==> src/rtl/common.sv <==
// Shared scalar types used across the pipeline front end.
package common;

    typedef logic [63:0] word_t;
    typedef logic        u1;

endpackage

==> src/rtl/fetch_pkg.sv <==
// Types and constants for the instruction-fetch stage and its queue.
package fetch_pkg;

    import common::*;

    typedef struct packed {
        word_t       pc;
        logic [31:0] raw_instr;
    } fetch_data_t;

    typedef enum logic [1:0] {
        REQ  = 2'd0,
        WAIT = 2'd1,
        DROP = 2'd2,
        IDLE = 2'd3
    } fetch_state_t;

    localparam word_t RESET_PC = 64'h8000_0000;

    function automatic word_t next_pc(input word_t pc);
        return pc + 64'd4;
    endfunction

endpackage

==> src/rtl/fetch_queue.sv <==
// Small FIFO of fetched instructions between the memory response and decode.
// Flush beats push and pop; the head entry is presented without a read delay.
module fetch_queue
    import common::*;
    import fetch_pkg::*;
#(
    parameter int QDEPTH = 2
) (
    input  logic                     clk,
    input  logic                     reset,
    input  u1                        push,
    input  fetch_data_t              push_data,
    input  u1                        pop,
    input  u1                        flush,
    output fetch_data_t              head,
    output u1                        full,
    output u1                        empty,
    output logic [$clog2(QDEPTH):0]  count
);

    localparam int AW = $clog2(QDEPTH);

    fetch_data_t      mem [QDEPTH];
    logic [AW-1:0]    wr_ptr_reg;
    logic [AW-1:0]    rd_ptr_reg;
    logic [AW:0]      count_reg;

    always_ff @(posedge clk) begin
        if (push && !flush) begin
            mem[wr_ptr_reg] <= push_data;
        end
    end

    // Pointers wrap naturally because the depth is a power of two.
    always_ff @(posedge clk or negedge reset) begin
        if (!reset) begin
            wr_ptr_reg <= '0;
            rd_ptr_reg <= '0;
            count_reg  <= '0;
        end else if (flush) begin
            wr_ptr_reg <= '0;
            rd_ptr_reg <= '0;
            count_reg  <= '0;
        end else begin
            if (push) begin
                wr_ptr_reg <= wr_ptr_reg + AW'(1);
            end
            if (pop) begin
                rd_ptr_reg <= rd_ptr_reg + AW'(1);
            end
            count_reg <= count_reg + (AW+1)'(push) - (AW+1)'(pop);
        end
    end

    assign head  = mem[rd_ptr_reg];
    assign count = count_reg;
    assign empty = (count_reg == '0);
    assign full  = (count_reg == (AW+1)'(QDEPTH));

    assert property (@(posedge clk) disable iff (!reset) !(push && full && !pop && !flush));
    assert property (@(posedge clk) disable iff (!reset) !(pop && empty && !flush));

endmodule

==> src/rtl/fetch.sv <==
// Instruction-fetch stage: one outstanding word request, queued responses, redirects.
// Define FETCH_BYPASS_EN to forward a response straight to out_* when the queue is empty.
module fetch
    import common::*;
    import fetch_pkg::*;
#(
    parameter word_t RESET_PC = fetch_pkg::RESET_PC,
    parameter int    QDEPTH   = 2
) (
    input  logic         clk,
    input  logic         reset,
    output logic         ireq_valid,
    output logic [63:0]  ireq_addr,
    input  logic         ireq_ready,
    input  logic         iresp_valid,
    input  logic [31:0]  iresp_data,
    input  logic         redirect_valid,
    input  logic [63:0]  redirect_pc,
    output logic         out_valid,
    output fetch_data_t  out_data,
    input  logic         out_ready
);

    localparam int CW = $clog2(QDEPTH) + 1;

    fetch_state_t  state_reg, state_next;
    word_t         fetch_pc_reg, fetch_pc_next;
    word_t         req_pc_reg, req_pc_next;
    u1             stale_reg, stale_next;

    fetch_data_t   q_head;
    fetch_data_t   resp_data;
    u1             q_full, q_empty, q_push, q_pop;
    logic [CW-1:0] q_count;
    logic [CW-1:0] count_after;
    u1             req_fire, resp_take, space_after;

    // A request stays on the bus with its original address after a redirect;
    // stale_reg marks that it will be dropped once accepted.
    assign ireq_valid = reset && (state_reg == REQ);
    assign ireq_addr  = stale_reg ? req_pc_reg : fetch_pc_reg;
    assign req_fire   = ireq_valid && ireq_ready;
    assign resp_take  = (state_reg == WAIT) && iresp_valid && !redirect_valid;
    assign resp_data  = '{pc: req_pc_reg, raw_instr: iresp_data};
    assign q_pop      = !q_empty && out_ready;

`ifdef FETCH_BYPASS_EN
    u1 bypass;
    assign bypass    = resp_take && q_empty;
    assign out_valid = !q_empty || bypass;
    assign out_data  = !q_empty ? q_head : (bypass ? resp_data : '0);
    assign q_push    = resp_take && !(bypass && out_ready) && (!q_full || q_pop);
`else
    assign out_valid = !q_empty;
    assign out_data  = q_empty ? '0 : q_head;
    assign q_push    = resp_take && (!q_full || q_pop);
`endif

    assign count_after = q_count + CW'(q_push) - CW'(q_pop);
    assign space_after = count_after < CW'(QDEPTH);

    always_comb begin
        state_next    = state_reg;
        fetch_pc_next = fetch_pc_reg;
        req_pc_next   = req_pc_reg;
        stale_next    = stale_reg;
        case (state_reg)
            REQ: begin
                if (req_fire) begin
                    state_next  = (redirect_valid || stale_reg) ? DROP : WAIT;
                    req_pc_next = ireq_addr;
                    stale_next  = 1'b0;
                    if (!stale_reg) begin
                        fetch_pc_next = next_pc(fetch_pc_reg);
                    end
                end else if (redirect_valid) begin
                    stale_next  = 1'b1;
                    req_pc_next = ireq_addr;
                end
            end
            WAIT: begin
                if (redirect_valid) begin
                    state_next = iresp_valid ? REQ : DROP;
                end else if (iresp_valid) begin
                    state_next = space_after ? REQ : IDLE;
                end
            end
            DROP: begin
                if (iresp_valid) begin
                    state_next = REQ;
                end
            end
            IDLE: begin
                if (redirect_valid || space_after) begin
                    state_next = REQ;
                end
            end
            default: state_next = REQ;
        endcase
        // Redirect wins over any sequential PC update.
        if (redirect_valid) begin
            fetch_pc_next = redirect_pc & ~64'd3;
        end
    end

    always_ff @(posedge clk or negedge reset) begin
        if (!reset) begin
            state_reg    <= REQ;
            fetch_pc_reg <= RESET_PC;
            req_pc_reg   <= RESET_PC;
            stale_reg    <= 1'b0;
        end else begin
            state_reg    <= state_next;
            fetch_pc_reg <= fetch_pc_next;
            req_pc_reg   <= req_pc_next;
            stale_reg    <= stale_next;
        end
    end

    fetch_queue #(
        .QDEPTH (QDEPTH)
    ) u_queue (
        .clk       (clk),
        .reset     (reset),
        .push      (q_push),
        .push_data (resp_data),
        .pop       (q_pop),
        .flush     (redirect_valid),
        .head      (q_head),
        .full      (q_full),
        .empty     (q_empty),
        .count     (q_count)
    );

endmodule
==> config.mk <==
export PLATFORM = sky130hd
export DESIGN_NAME = fetch
export DESIGN_NICKNAME = d
export VERILOG_FILES = /design/src/rtl/common.sv /design/src/rtl/fetch_pkg.sv /design/src/rtl/fetch_queue.sv /design/src/rtl/fetch.sv
export SDC_FILE = /design/constraint.sdc
export NUM_CORES = 1
export LEC_CHECK = 0
export ABC_AREA = 1
export BUFFER_PORTS_ARGS = -buffer_cell sky130_fd_sc_hd__buf_2
export CAP_MARGIN = 10
export CORE_MARGIN = 2
export CORE_UTILIZATION = 29
export CTS_CLUSTER_SIZE = 24
export DETAILED_ROUTE_END_ITERATION = 6
export PLACE_DENSITY = 0.46
export SYNTH_ARGS = -nofsm -noshare
export SYNTH_HDL_FRONTEND = slang
export SYNTH_HIERARCHICAL = 1
export SYNTH_SLANG_ARGS = --single-unit
==> constraint.sdc <==
create_clock -name clk -period 7.5 [get_ports clk]
set_input_delay 0.375 -clock clk [delete_from_list [all_inputs] [get_ports clk]]
set_output_delay 0.375 -clock clk [all_outputs]
set_load 0.05 [all_outputs]
Word level (Yosys, flattened, before mapping)
Memory sizes are Yosys's and may differ from the RTL's.
Cells that the tools add are included.
{"block": "classes", "add_sub_neg": 5, "multipliers": 0, "div": 0, "magnitude_cmp": 1, "eq_ne": 9, "shift": 0, "muxes": 26, "bitwise": 0, "n_reduce_logical": 22}
{"operator": "$mux 64", "n": 7}
{"operator": "$mux 96", "n": 1}
{"operator": "$add 64x3->64 const B", "n": 1}
{"operator": "$mux 2", "n": 9}
{"operator": "$mux 1", "n": 8}
{"operator": "$ne 2x2->1 const B", "n": 4}
{"operator": "$pmux 2 s4", "n": 1}
{"operator": "$reduce_bool 2->1", "n": 4}
{"operator": "$logic_and 1x1->1", "n": 7}
{"operator": "$eq 2x2->1 const B", "n": 3}
{"operator": "$logic_not 2->1", "n": 2}
{"operator": "$reduce_and 4->1", "n": 1}
{"operator": "$logic_not 1->1", "n": 3}
{"operator": "$logic_or 1x1->1", "n": 3}
{"operator": "$ne 3x3->1 const B", "n": 1}
{"operator": "$reduce_and 3->1", "n": 1}
{"operator": "$add 1x1->1 const B", "n": 2}
{"operator": "$add 2x1->2", "n": 1}
{"operator": "$eq 2x1->1 const B", "n": 1}
{"operator": "$lt 2x2->1 const B", "n": 1}
{"operator": "$reduce_and 2->1", "n": 1}
{"operator": "$sub 2x1->2", "n": 1}
{"block": "word_totals", "register_bits": 135, "latchBits": 0, "ramBits": 192, "romBits": 0, "inputBits": 102, "output_inout_bits": 162, "mem_count": 1}
{"memory": "u_queue.mem", "words": 2, "word_bits": 96, "read_ports": 1, "rd_clocked_by_memory_dff": 0, "wr": 1, "line_no": "fetch_queue.sv:23", "rtl": "fetch_data_t mem [QDEPTH];"}

Logic depth before layout (Yosys ltp)
{"block": "depth", "depth_word": 12, "mapped_depth": 13, "ltp_nobuf": 12}

By module
The synthesis kept the hierarchy.
{"mod": "fetch", "n_inst": 1, "cells_per_inst": 1479, "area_each_um2": 9386.5}
{"mod": "fetch_queue", "n_inst": 1, "cells_per_inst": 328, "area_each_um2": 7214.4}

Worst setup path after synthesis
No wires, ideal clock.
{"block": "synth_timing", "path_kind": "reg2reg", "startpoint": "reg u_queue.count_reg[1] (netlist: u_queue/count[1])", "endpoint": "reg u_queue.wr_ptr_reg", "setup_ns": 0.089, "arrival_ns": 5.595, "required_ns": 7.411, "setup_slack_ns": 1.817, "path_stages_with_launch": 8, "n_path_buf": 1, "synth_period_minus_slack_ns": 5.683, "path_cell_list": "dfrtp_1 > nor2_1 > clkbuf_1 > o21ai_0 > and2_1 > nand2_1 > nor2_1 > or2_2"}
{"block": "synth_between", "elab_chain_len": 6, "word_cells_on_any_way": 8, "classes_between": "1 x eq/ne; 7 x reduce/logical"}
{"element": "start: declaration", "line_no": "fetch_queue.sv:26", "rtl": "logic [AW:0] count_reg;"}
{"element": "start signal: assignment", "line_no": "fetch_queue.sv:51", "rtl": "count_reg <= count_reg + (AW+1)'(push) - (AW+1)'(pop);"}
{"element": "$logic_not 2->1", "line_no": "fetch_queue.sv:57", "rtl": "assign empty = (count_reg == '0);"}
{"element": "named net q_empty", "line_no": "fetch.sv:33", "rtl": "u1 q_full, q_empty, q_push, q_pop;"}
{"element": "$logic_not 1->1", "line_no": "fetch.sv:45", "rtl": "assign q_pop = !q_empty && out_ready;"}
{"element": "$logic_and 1x1->1", "line_no": "fetch.sv:45"}
{"element": "$logic_or 1x1->1", "line_no": "fetch.sv:56", "rtl": "assign q_push = resp_take && (!q_full || q_pop);"}
{"element": "$logic_and 1x1->1", "line_no": "fetch.sv:56"}
{"element": "named net q_push", "line_no": "fetch.sv:33"}
{"element": "$reduce_bool 2->1 (no source line)"}
{"element": "end signal: assignment", "line_no": "fetch_queue.sv:46", "rtl": "wr_ptr_reg <= wr_ptr_reg + AW'(1);"}
{"element": "end: declaration", "line_no": "fetch_queue.sv:24", "rtl": "logic [AW-1:0] wr_ptr_reg;"}
The timed path passes the listed nets, and every way through them passes these cells.
A chain may end at the register's enable or synchronous reset.

Worst setup path in the final report
{"block": "layout_timing", "startpoint": "in redirect_valid", "endpoint": "mem u_queue/mem[0][58] (netlist bit), enable pin"}
{"block": "layout_between", "elab_chain_len": 6}
{"element": "start: declaration", "line_no": "fetch.sv:17", "rtl": "input logic redirect_valid,"}
{"element": "$logic_not 1->1", "line_no": "fetch.sv:43", "rtl": "assign resp_take = (state_reg == WAIT) && iresp_valid && !redirect_valid;"}
{"element": "$logic_and 1x1->1", "line_no": "fetch.sv:43"}
{"element": "$logic_and 1x1->1", "line_no": "fetch.sv:56"}
{"element": "named net q_push", "line_no": "fetch.sv:33"}
{"element": "$logic_and 1x1->1", "line_no": "fetch_queue.sv:29", "rtl": "if (push && !flush) begin"}
{"element": "$mux 1", "line_no": "fetch_queue.sv:29"}
{"element": "$mux 1 (implied by the code)", "line_no": "fetch_queue.sv:30", "rtl": "mem[wr_ptr_reg] <= push_data;"}
{"element": "end: declaration", "line_no": "fetch_queue.sv:23"}
The timed path passes the listed nets, and every way through them passes these cells.

==> flow_metrics.tcl <==
set metrics [dict create \
    outcome "complete, no violations" \
    final_layout_size_suffix_gt1_share_pct 24.8 \
    grt_pass1_vias 12800 \
    path_cells "buf_2 -> buf_4 -> clkinv_2 -> buf_4 -> nand2_1 -> nor2_1 -> and2_1 -> nand2_1 -> nor2_4 -> buf_4" \
    seq_power_share_pct 33.4 \
    required_ps 7670 \
    syn-instance-count 1807 \
    synthTopCellsByCount "nand2_1, nor2_1, inv_1" \
    pwr-share-clk_pct 24.6 \
    setup_slack_ps 3790 \
    synth.top_cell.area_share_pct 34.7 \
    largest_reg_flops 192 \
    critPathMostFrequentCell "buf_4" \
    synth_warnings 6 \
    synthFlopType "edfxtp_1" \
    drt-vias-per-instance 4.57 \
    ys_top_cells_by_area "edfxtp_1, dfrtp_1, nand2_1, mux2_2, nor2_1" \
    drt_wl_total_mm 51.9 \
    finalSetupViolCount 0 \
    tightest_slew_ps 1150 \
    rr_endpoint "u_queue/mem[0][58]" \
    post_drt_wl_per_cell_um 18.2 \
    grt_use_total_pct 17.3 \
    start_util_pct 29.4 \
    relSlewSlack_pct 23.3 \
    syn_area_per_cell_sq_um 9.19 \
    grt_max_degree 72 \
    postCtsSetupRepairBufs 0 \
    combPwrFrac_pct 42.0 \
    switchingPower_mw 3.40 \
    synth_seq_area_share_pct 54.8 \
    antenna_found_initial 5 \
    clock_path_buffers 3 \
    hold_path_end "u_queue/mem[0][4]" \
    synthArstFlopShare_pct 40.9 \
    final_cell_count_no_fill 2851 \
    multiInputGateArea_sq_um 6270 \
    dp_hpwl_mm 37.4 \
    worstPathMaxFanout 63 \
    switching_share_pct 44.7 \
    cts_sinks 325 \
    clkTransAtPathRegs_ps 60 \
    post_cts_resized 0 \
    tns_ps 0 \
    drv_slew 0 \
    htree_levels 2 \
    dieArea_sq_um 59200 \
    vdd_drop_max_v 0.000169 \
    synth_cell_types 42 \
    drc_errors 0 \
    power.density_nw_per_um2 380 \
    synth_enable_flop_cells 192 \
    place_ws_ps 3120 \
    n_antenna_cell 0 \
    r2r_slack_ps 3850 \
    postRouteAntennaNets 0 \
    fmax_mhz 270 \
    fp-row-count 87 \
    cts-hold-fix-buffers 20 \
    first_pass_iters 6 \
    end_kind "flip-flop" \
    path_delay_family "buffers and inverters" \
    crit_cells 10 \
    vias 13000 \
    dp.cells 2764 \
    syn_area_sq_um 16600 \
    start_kind "input pin" \
    holdPathStages 1 \
    fill_cells 5908 \
    clkLatencyLatePin_ps 550 \
    p_int_mw 4.21 \
    die_x_um 243 \
    r2r_cells 6 \
    placed_area_sq_um 18600 \
    post-route-min-period_ps 3710 \
    io_buffers 261 \
    max_stage_delay_ps 890 \
    seqCellArea_sq_um 9100 \
    reg2reg_from "u_queue/count[1]" \
    rsz0062_at_grt "no" \
    maxCapViolCount 0 \
    clock_skew_ps 24.7 \
    crit_type "in -> reg" \
    finalHoldViolations 0 \
    ys_ff_latch 325 \
    final_area_sq_um 20100 \
    leakagePower_nw 9.10 \
    yosysTopAreaCell "edfxtp_1" \
    cts_inserted_buffers 38 \
    die_y_um 243 \
    grt_pass1_wl_mm 77.9 \
    grt_overflow 0 \
    root_buffer "clkbuf_16" \
    cts_tree "built" \
    critPathSlowestCell "nor2_4" \
    area_delta_synth_final_pct 20.9 \
    num-nets-final 2174 \
    ios 264 \
    post-route-period-util_pct 49.5 \
    syn_nets 1913 \
    yosysMostFrequentCell "nand2_1" \
    min_path_type "in -> reg" \
    drt-initial-drc-count 855 \
    core_area_sq_um 56500 \
    critPathBufInv 5 \
    gp_congestion 0.934 \
    hp-start "iresp_data[4]" \
    critPathArrivalTime_ps 3880 \
]
-- area by class of cell --
type                    instances  area share, %
clock buffers                  52           5.31
clock inverters                15          0.904
inverters                     239           4.48
multi-input cells            1171           31.3
flip-flops and latches        325           45.4
well taps                     756           4.71
repair buffers                293           7.99
-- cells in the final DEF, fill, tap and decap left out, types with 25 or more instances in the layout --
| cell | instances |
|---|---|
| nor2_1 | 304 |
| dfrtp_1 | 129 |
| edfxtp_1 | 192 |
| o21ai_0 | 103 |
| a21oi_1 | 25 |
| buf_2 | 260 |
| mux2_2 | 127 |
| nand2_1 | 399 |
| inv_1 | 235 |
| clkbuf_16 | 39 |
| nand3_1 | 74 |
-- routing by layer --
layer	vias up	global-route usage, %	wire [um]
li1	6387	-	-
met1	6227	22.6	23000
met2	312	28.3	24200
met3	82	4.19	3140
met4	8	5.50	1570
met5	-	0	54
-- kinds of logic (layout without fill, tap and decap cells) --
kind of cell,count (synthesis),after routing,share of synthesized area (%)
compound gates,174,174,5.65
xor+xnor,9,9,0.475
fa+ha+maj,4,4,0.301
buf+inv,311,599,7.58
flops,325,325,54.8
mux,145,145,10.2
simple gates,839,839,21.0
-- stage by stage --
step / power, mW / util [%] / hold WS (ps)
floorplan: 4.97 / - / 79.4
global placement: 5.78 / 33.0 / 284
detailed placement: 5.82 / 33.0 / 286
CTS: 7.73 / 35.5 / 0.304
global route: 8.03 / 35.5 / 6.84
finish: 7.62 / 35.5 / 35.6
-- how the worst max path moves through the flow --
stage | start | end
2_1_floorplan | u_queue/count[1] | u_queue/wr_ptr_reg
3_3_place_gp | redirect_valid | u_queue/mem[1][57]
3_5_place_dp | redirect_valid | u_queue/mem[1][57]
4_1_cts | redirect_valid | u_queue/mem[1][56]
5_1_grt | redirect_valid | u_queue/mem[1][61]
6_report | redirect_valid | u_queue/mem[0][58]
-- power groups by stage --
stage | Sequential, mW | Clock [mW] | Combinational [mW]
after floorplan | 2.43 | 0 | 2.54
after global placement | 2.56 | 0 | 3.22
after detailed placement | 2.58 | 0 | 3.23
after CTS | 2.55 | 1.94 | 3.25
after global routing | 2.60 | 2.00 | 3.43
final | 2.55 | 1.87 | 3.20
Power figures use the tool's default switching activity.
